`src/rtl/cache_request_servicer_pkg.sv`:
```
// Shared definitions for the cache request servicer: command opcodes and FSM state encodings.
package cache_request_servicer_pkg;

    localparam logic [1:0] CMD_WORD_READ   = 2'b00;
    localparam logic [1:0] CMD_WORD_WRITE  = 2'b01;
    localparam logic [1:0] CMD_BLOCK_READ  = 2'b10;
    localparam logic [1:0] CMD_BLOCK_WRITE = 2'b11;

    // Bit index of the uncached flag for the default 3-bit command; it only travels to the response.
    localparam int CMD_UNCACHED = 2;

    typedef enum logic [1:0] {
        ST_IDLE      = 2'd0,
        ST_ISSUE     = 2'd1,
        ST_WAIT_DATA = 2'd2,
        ST_RESPOND   = 2'd3
    } state_e;

endpackage

```
`src/rtl/cache_request_servicer.sv`:
```
// Pops one cache request at a time, runs it as word beats on the memory bus and
// returns a single response per command, with read beats assembled into a line.
module cache_request_servicer
    import cache_request_servicer_pkg::*;
#(
    parameter int BW_COMMAND = 3,
    parameter int BW_ADDR    = 32,
    parameter int BW_DATA    = 128,
    parameter int BW_WORD    = 32
) (
    input  logic                  clock_i,
    input  logic                  resetn_i,
    input  logic                  empty_i,
    input  logic [BW_COMMAND-1:0] command_i,
    input  logic [BW_ADDR-1:0]    addr_i,
    input  logic [BW_DATA-1:0]    data_i,
    output logic                  read_o,
    output logic                  mem_req_o,
    output logic                  mem_wren_o,
    output logic [BW_ADDR-1:0]    mem_addr_o,
    output logic [BW_WORD-1:0]    mem_data_o,
    input  logic                  mem_ready_i,
    input  logic                  mem_valid_i,
    input  logic [BW_WORD-1:0]    mem_data_i,
    output logic                  resp_valid_o,
    output logic [BW_COMMAND-1:0] resp_command_o,
    output logic [BW_ADDR-1:0]    resp_addr_o,
    output logic [BW_DATA-1:0]    resp_data_o,
    input  logic                  resp_ready_i
);

    localparam int N_WORDS = BW_DATA / BW_WORD;
    localparam int BW_BEAT = $clog2(N_WORDS);

    state_e                state;
    logic [BW_COMMAND-1:0] cmd_q;
    logic [BW_ADDR-1:0]    addr_q;
    logic [BW_DATA-1:0]    data_q;
    logic [BW_DATA-1:0]    line_q;
    logic [BW_BEAT-1:0]    beat;

    logic is_block;
    logic is_write;
    logic last_beat;

    assign is_block  = cmd_q[1];
    assign is_write  = cmd_q[0];
    assign last_beat = !is_block || (beat == BW_BEAT'(N_WORDS - 1));

    // The pop strobe is gated by reset so every output reads 0 while reset is held.
    assign read_o     = resetn_i && (state == ST_IDLE) && !empty_i;
    assign mem_req_o  = (state == ST_ISSUE);
    assign mem_wren_o = (state == ST_ISSUE) && is_write;
    // Block beats walk the aligned line; the low bits are replaced, so the address never carries out.
    assign mem_addr_o = is_block ? {addr_q[BW_ADDR-1:BW_BEAT], beat} : addr_q;
    assign mem_data_o = data_q[int'(beat) * BW_WORD +: BW_WORD];

    assign resp_valid_o   = (state == ST_RESPOND);
    assign resp_command_o = cmd_q;
    assign resp_addr_o    = addr_q;
    assign resp_data_o    = is_write ? '0 : line_q;

    // NOTE: state and every captured register use non-blocking assignments so all of them
    // update together from the values sampled at the same clock edge.
    always_ff @(posedge clock_i or negedge resetn_i) begin
        if (!resetn_i) begin
            // NOTE: the wide capture and line registers are cleared too, so the response
            // outputs read 0 out of reset instead of stale data.
            state  <= ST_IDLE;
            cmd_q  <= '0;
            addr_q <= '0;
            data_q <= '0;
            line_q <= '0;
            beat   <= '0;
        end else begin
            case (state)
                ST_IDLE: begin
                    if (!empty_i) begin
                        cmd_q  <= command_i;
                        addr_q <= addr_i;
                        data_q <= data_i;
                        line_q <= '0;
                        beat   <= '0;
                        state  <= ST_ISSUE;
                    end
                end
                ST_ISSUE: begin
                    if (mem_ready_i) begin
                        if (!is_write) begin
                            state <= ST_WAIT_DATA;
                        end else if (last_beat) begin
                            state <= ST_RESPOND;
                        end else begin
                            beat <= beat + 1'b1;
                        end
                    end
                end
                ST_WAIT_DATA: begin
                    if (mem_valid_i) begin
                        line_q[int'(beat) * BW_WORD +: BW_WORD] <= mem_data_i;
                        if (last_beat) begin
                            state <= ST_RESPOND;
                        end else begin
                            beat  <= beat + 1'b1;
                            state <= ST_ISSUE;
                        end
                    end
                end
                ST_RESPOND: begin
                    if (resp_ready_i) state <= ST_IDLE;
                end
                default: state <= ST_IDLE;
            endcase
        end
    end

endmodule

```
`config.mk`:
```
export PLATFORM = sky130hd
export DESIGN_NAME = cache_request_servicer
export DESIGN_NICKNAME = d
export VERILOG_FILES = /design/src/rtl/cache_request_servicer_pkg.sv /design/src/rtl/cache_request_servicer.sv
export SDC_FILE = /design/constraint.sdc
export NUM_CORES = 1
export LEC_CHECK = 0
export ABC_AREA = 1
export CORE_MARGIN = 2
export CORE_UTILIZATION = 52
export CTS_CLUSTER_DIAMETER = 60
export DETAILED_ROUTE_END_ITERATION = 10
export GPL_ROUTABILITY_DRIVEN = 0
export PLACE_DENSITY = 0.9
export SLEW_MARGIN = 30
export SYNTH_ARGS = -nofsm -noshare
export SYNTH_HDL_FRONTEND = slang
export SYNTH_SLANG_ARGS = --single-unit
```
`constraint.sdc`:
```
create_clock -name clock_i -period 4.25 [get_ports clock_i]
set_input_delay 0.425 -clock clock_i [delete_from_list [all_inputs] [get_ports clock_i]]
set_output_delay 0.425 -clock clock_i [all_outputs]
set_load 0.005 [all_outputs]
```
==> flow_summary_export.csv <==
group,metric,value,unit
status,status,"finished clean",
final_layout,layout_commonest_cell,"clkdlybuf4s50_1",
worst_setup_path,critical_path.max_stage_delay,0.59,ns
drt,drc_errors,0,
power_and_ir_drop,intPower,7.32,mW
final_layout,fin_nets,2440,
worst_setup_path,crit_slowest_cell,"buf_4",
clock_network,cts_buffers,31,
floorplan,fp.dieH,171,um
power_and_ir_drop,ir_worst_vdd,0.532,mV
floorplan,die_x,171,um
sta,setup_tns,0,ns
drt,finalWirelength,44700,um
sta,maxSlewViolCount,0,
final_layout,synthToLayoutAreaGrowth,35.6,%
synth,ys_ff_latch,295,
drt,dr.pass1.iters,9,
sta,rsz0062_at_grt,"false",
worst_setup_path,crit_buf_inv,3,
power_and_ir_drop,pwr-share-comb,41.1,%
clock_network,cts_tree,"done",
sta,finalHoldViolations,0,
clock_network,h-tree-depth,1,
synth,synth.avg_cell_area,7.67,um2
sta,post-route-period-util,79.8,%
worst_setup_path,path_class,"flop to output port",
synth,yosys_warnings,0,
placed_design,dpl.cell_count,2572,
clock_network,cts.repair.resized,0,
power_and_ir_drop,switchingPower,4.64,mW
min_path,min_path_cells,3,
final_layout,drive_gt1_share,4.18,%
worst_setup_path,endpoint_kind,"output port",
global_routing,grt_pass1_vias,13400,
worst_setup_path,critPathTopFamily,"buffers and inverters",
global_routing,grt_pass1_wl,69400,um
power_and_ir_drop,pwr-share-clk,23.0,%
flow_run,max_cap_viol_count,0,
drt,route.top_layer_used,"met5",
sta,max_freq,295,MHz
drt,wl_per_cell,17.0,um
clock_network,cts_sinks,295,
min_path,hp-class,"input pin to flop",
global_routing,antenna_found_initial,2,
worst_setup_path,reg2reg_depth,8,
power_and_ir_drop,p_total,12.0,mW
placed_design,hpwl,30900,um
final_layout,utilization,71.3,%
synth,syn_inst,1895,
clock_network,root_buffer,"clkbuf_16",
drt,via_count,14000,
worst_setup_path,critPathArrivalTime,2.97,ns
final_layout,ff_latch_area,7390,um2
floorplan,start_util,52.6,%
worst_setup_path,reg2reg_from,"beat[0]",
drt,first_iter_violations,1530,
clock_network,clk_path_buf_depth,3,
final_layout,fin_cells,2630,
drt,route.layer.met1.wl,16300,um
final_layout,fillCellCount,2025,
worst_setup_path,regToRegSetupSlack,1.41,ns
synth,syn_area,14500,um2
synth,synth_nets,2107,
floorplan,design.core.area,27600,um2
sta,hold_slack,0.407,ns
power_and_ir_drop,power_leakage,8.90,nW
drt,drtAntennaViolNets,0,
clock_network,cts_hold_buf,1,
placed_design,port_buffers,431,
global_routing,grt_max_degree,129,
clock_network,clk_latency,0.55,ns
sta,setup-violations-final,0,
clock_network,clk_pin_slew,0.06,ns
final_layout,multi_input_area,5050,um2
power_and_ir_drop,p_per_area,607,nW/um2
power_and_ir_drop,netSwitchingFraction,38.8,%
sta,relSlewSlack,35.3,%
sta,clock_skew,0.00766,ns
clock_network,cts_setup_buffers,0,
worst_setup_path,critPathMaxFanout,65,
drt,avgViaCountPerCell,5.31,
drt,wl_met3,4680,um
worst_setup_path,required,3.83,ns
floorplan,io_pins,432,
sta,min_period,3.39,ns
global_routing,grt_remaining_overflow,0,
floorplan,rows,61,
worst_setup_path,crit_chain,"inv_2, buf_4, o21ai_0, o22ai_1, clkdlybuf4s50_1",
floorplan,dieArea,29300,um2
synth,ys_seq_area_share,50.8,%
min_path,min_to,"data_q[60]",
final_layout,layout_common_cells,"clkdlybuf4s50_1 (430), nand2_1 (404), inv_1 (324)",
drt,wl_met2,21500,um
worst_setup_path,rr_endpoint,"line_q[119]",
min_path,worstHoldStart,"data_i[60]",
sta,tightestPinTransition,0.971,ns
global_routing,grt_usage,30.2,%
worst_setup_path,cp-start-kind,"flop",
synth,synth_cell_type_count,23,
power_and_ir_drop,power_frac_seq,35.9,%
==> how the worst max path moves through the flow <==
stage / slack, ns / depth (start not counted) / start / to
6_report: 0.86 / 5 / beat[0] / mem_data_o[21]
5_1_grt: 0.73 / 5 / beat[0] / mem_data_o[21]
4_1_cts: 0.86 / 5 / beat[0] / mem_data_o[18]
3_5_place_dp: 1.46 / 8 / beat[0] / line_q[119]
3_3_place_gp: 1.57 / 8 / beat[0] / line_q[40]
2_1_floorplan: 2.31 / 8 / beat[0] / line_q[6]
==> registers in the layout, summed over array words and instances, names as in the netlist <==
name            cells
resp_command_o      3
beat                2
data_q            128
line_q            128
resp_addr_o        32
state               2
==> per-layer routing <==
metal,global-route usage (%),vias up
met3,7.45,138
met5,0,-
met2,51.5,818
li1,-,6494
met1,36.0,6516
met4,14.0,2
==> power groups by stage <==
| stage | registers [mW] | clock network [mW] | logic (mW) |
|---|---|---|---|
| 2_1_floorplan | 4.08 | 0 | 3.03 |
| 3_3_place_gp | 4.27 | 0 | 4.68 |
| 3_5_place_dp | 4.30 | 0 | 4.85 |
| 4_1_cts | 4.28 | 2.77 | 4.89 |
| 5_1_grt | 4.39 | 2.90 | 5.38 |
| 6_report | 4.30 | 2.75 | 4.91 |
==> metrics by stage <==
stage	worst slack (ns)	instance area (um2)
final	0.857	19700
after global placement	1.57	18600
after CTS	0.860	19700
after floorplan	2.31	14500
after global routing	0.726	19700
after detailed placement	1.46	18600
==> final cells by class <==
cell class | count | share of cell area [%]
inverters | 329 | 6.27
well taps | 378 | 2.40
multi-input cells | 1120 | 25.7
flip-flops and latches | 295 | 37.5
diodes | 1 | 0.0127
clock inverters | 11 | 0.597
clock buffers | 45 | 4.71
repair buffers | 451 | 22.8
==> synth_stat cells <==
cell      instances  area (um2)
nor2_4            1        11.3
ha_1             11         138
nand3_1          56         280
nand3_2           5        50.1
o21ai_1         183         916
nor2_1          216         811
nand2_2           2        12.5
buf_1             1        3.75
o21ai_2           3        26.3
o21ai_0         169         846
nor2_2            2        12.5
o22ai_1          32         200
or2_1             1        6.26
nand2_1         404        1520
a21oi_1           3        15.0
inv_1           326        1220
buf_4            34         255
buf_6            17         191
inv_2             3        11.3
buf_2            37         185
clkbuf_1         62         233
dfrtp_1         295        7380
nand4_1          32         200
==> worst register-to-register path, cell delays in order, from the launching register on <==
cell	delay [ns]
dfrtp_4	0.41
buf_4	0.68
ha_1	0.32
inv_1	0.05
nand2_1	0.07
nand3_2	0.50
buf_4	0.49
nand2_1	0.10
o21ai_0	0.09
==> cells by family (layout without fill, tap and decap cells) <==
group	count (synthesis)	after routing	synth area share, %
AND/OR/NAND/NOR	719	719	20.0
buffers and inverters	480	836	14.5
AO/OA/AOI/OAI	390	390	13.8
flip-flops	295	295	50.8
adder cells (fa/ha/maj)	11	11	0.947
other	0	1	0
(Power assumes the default switching activity.)
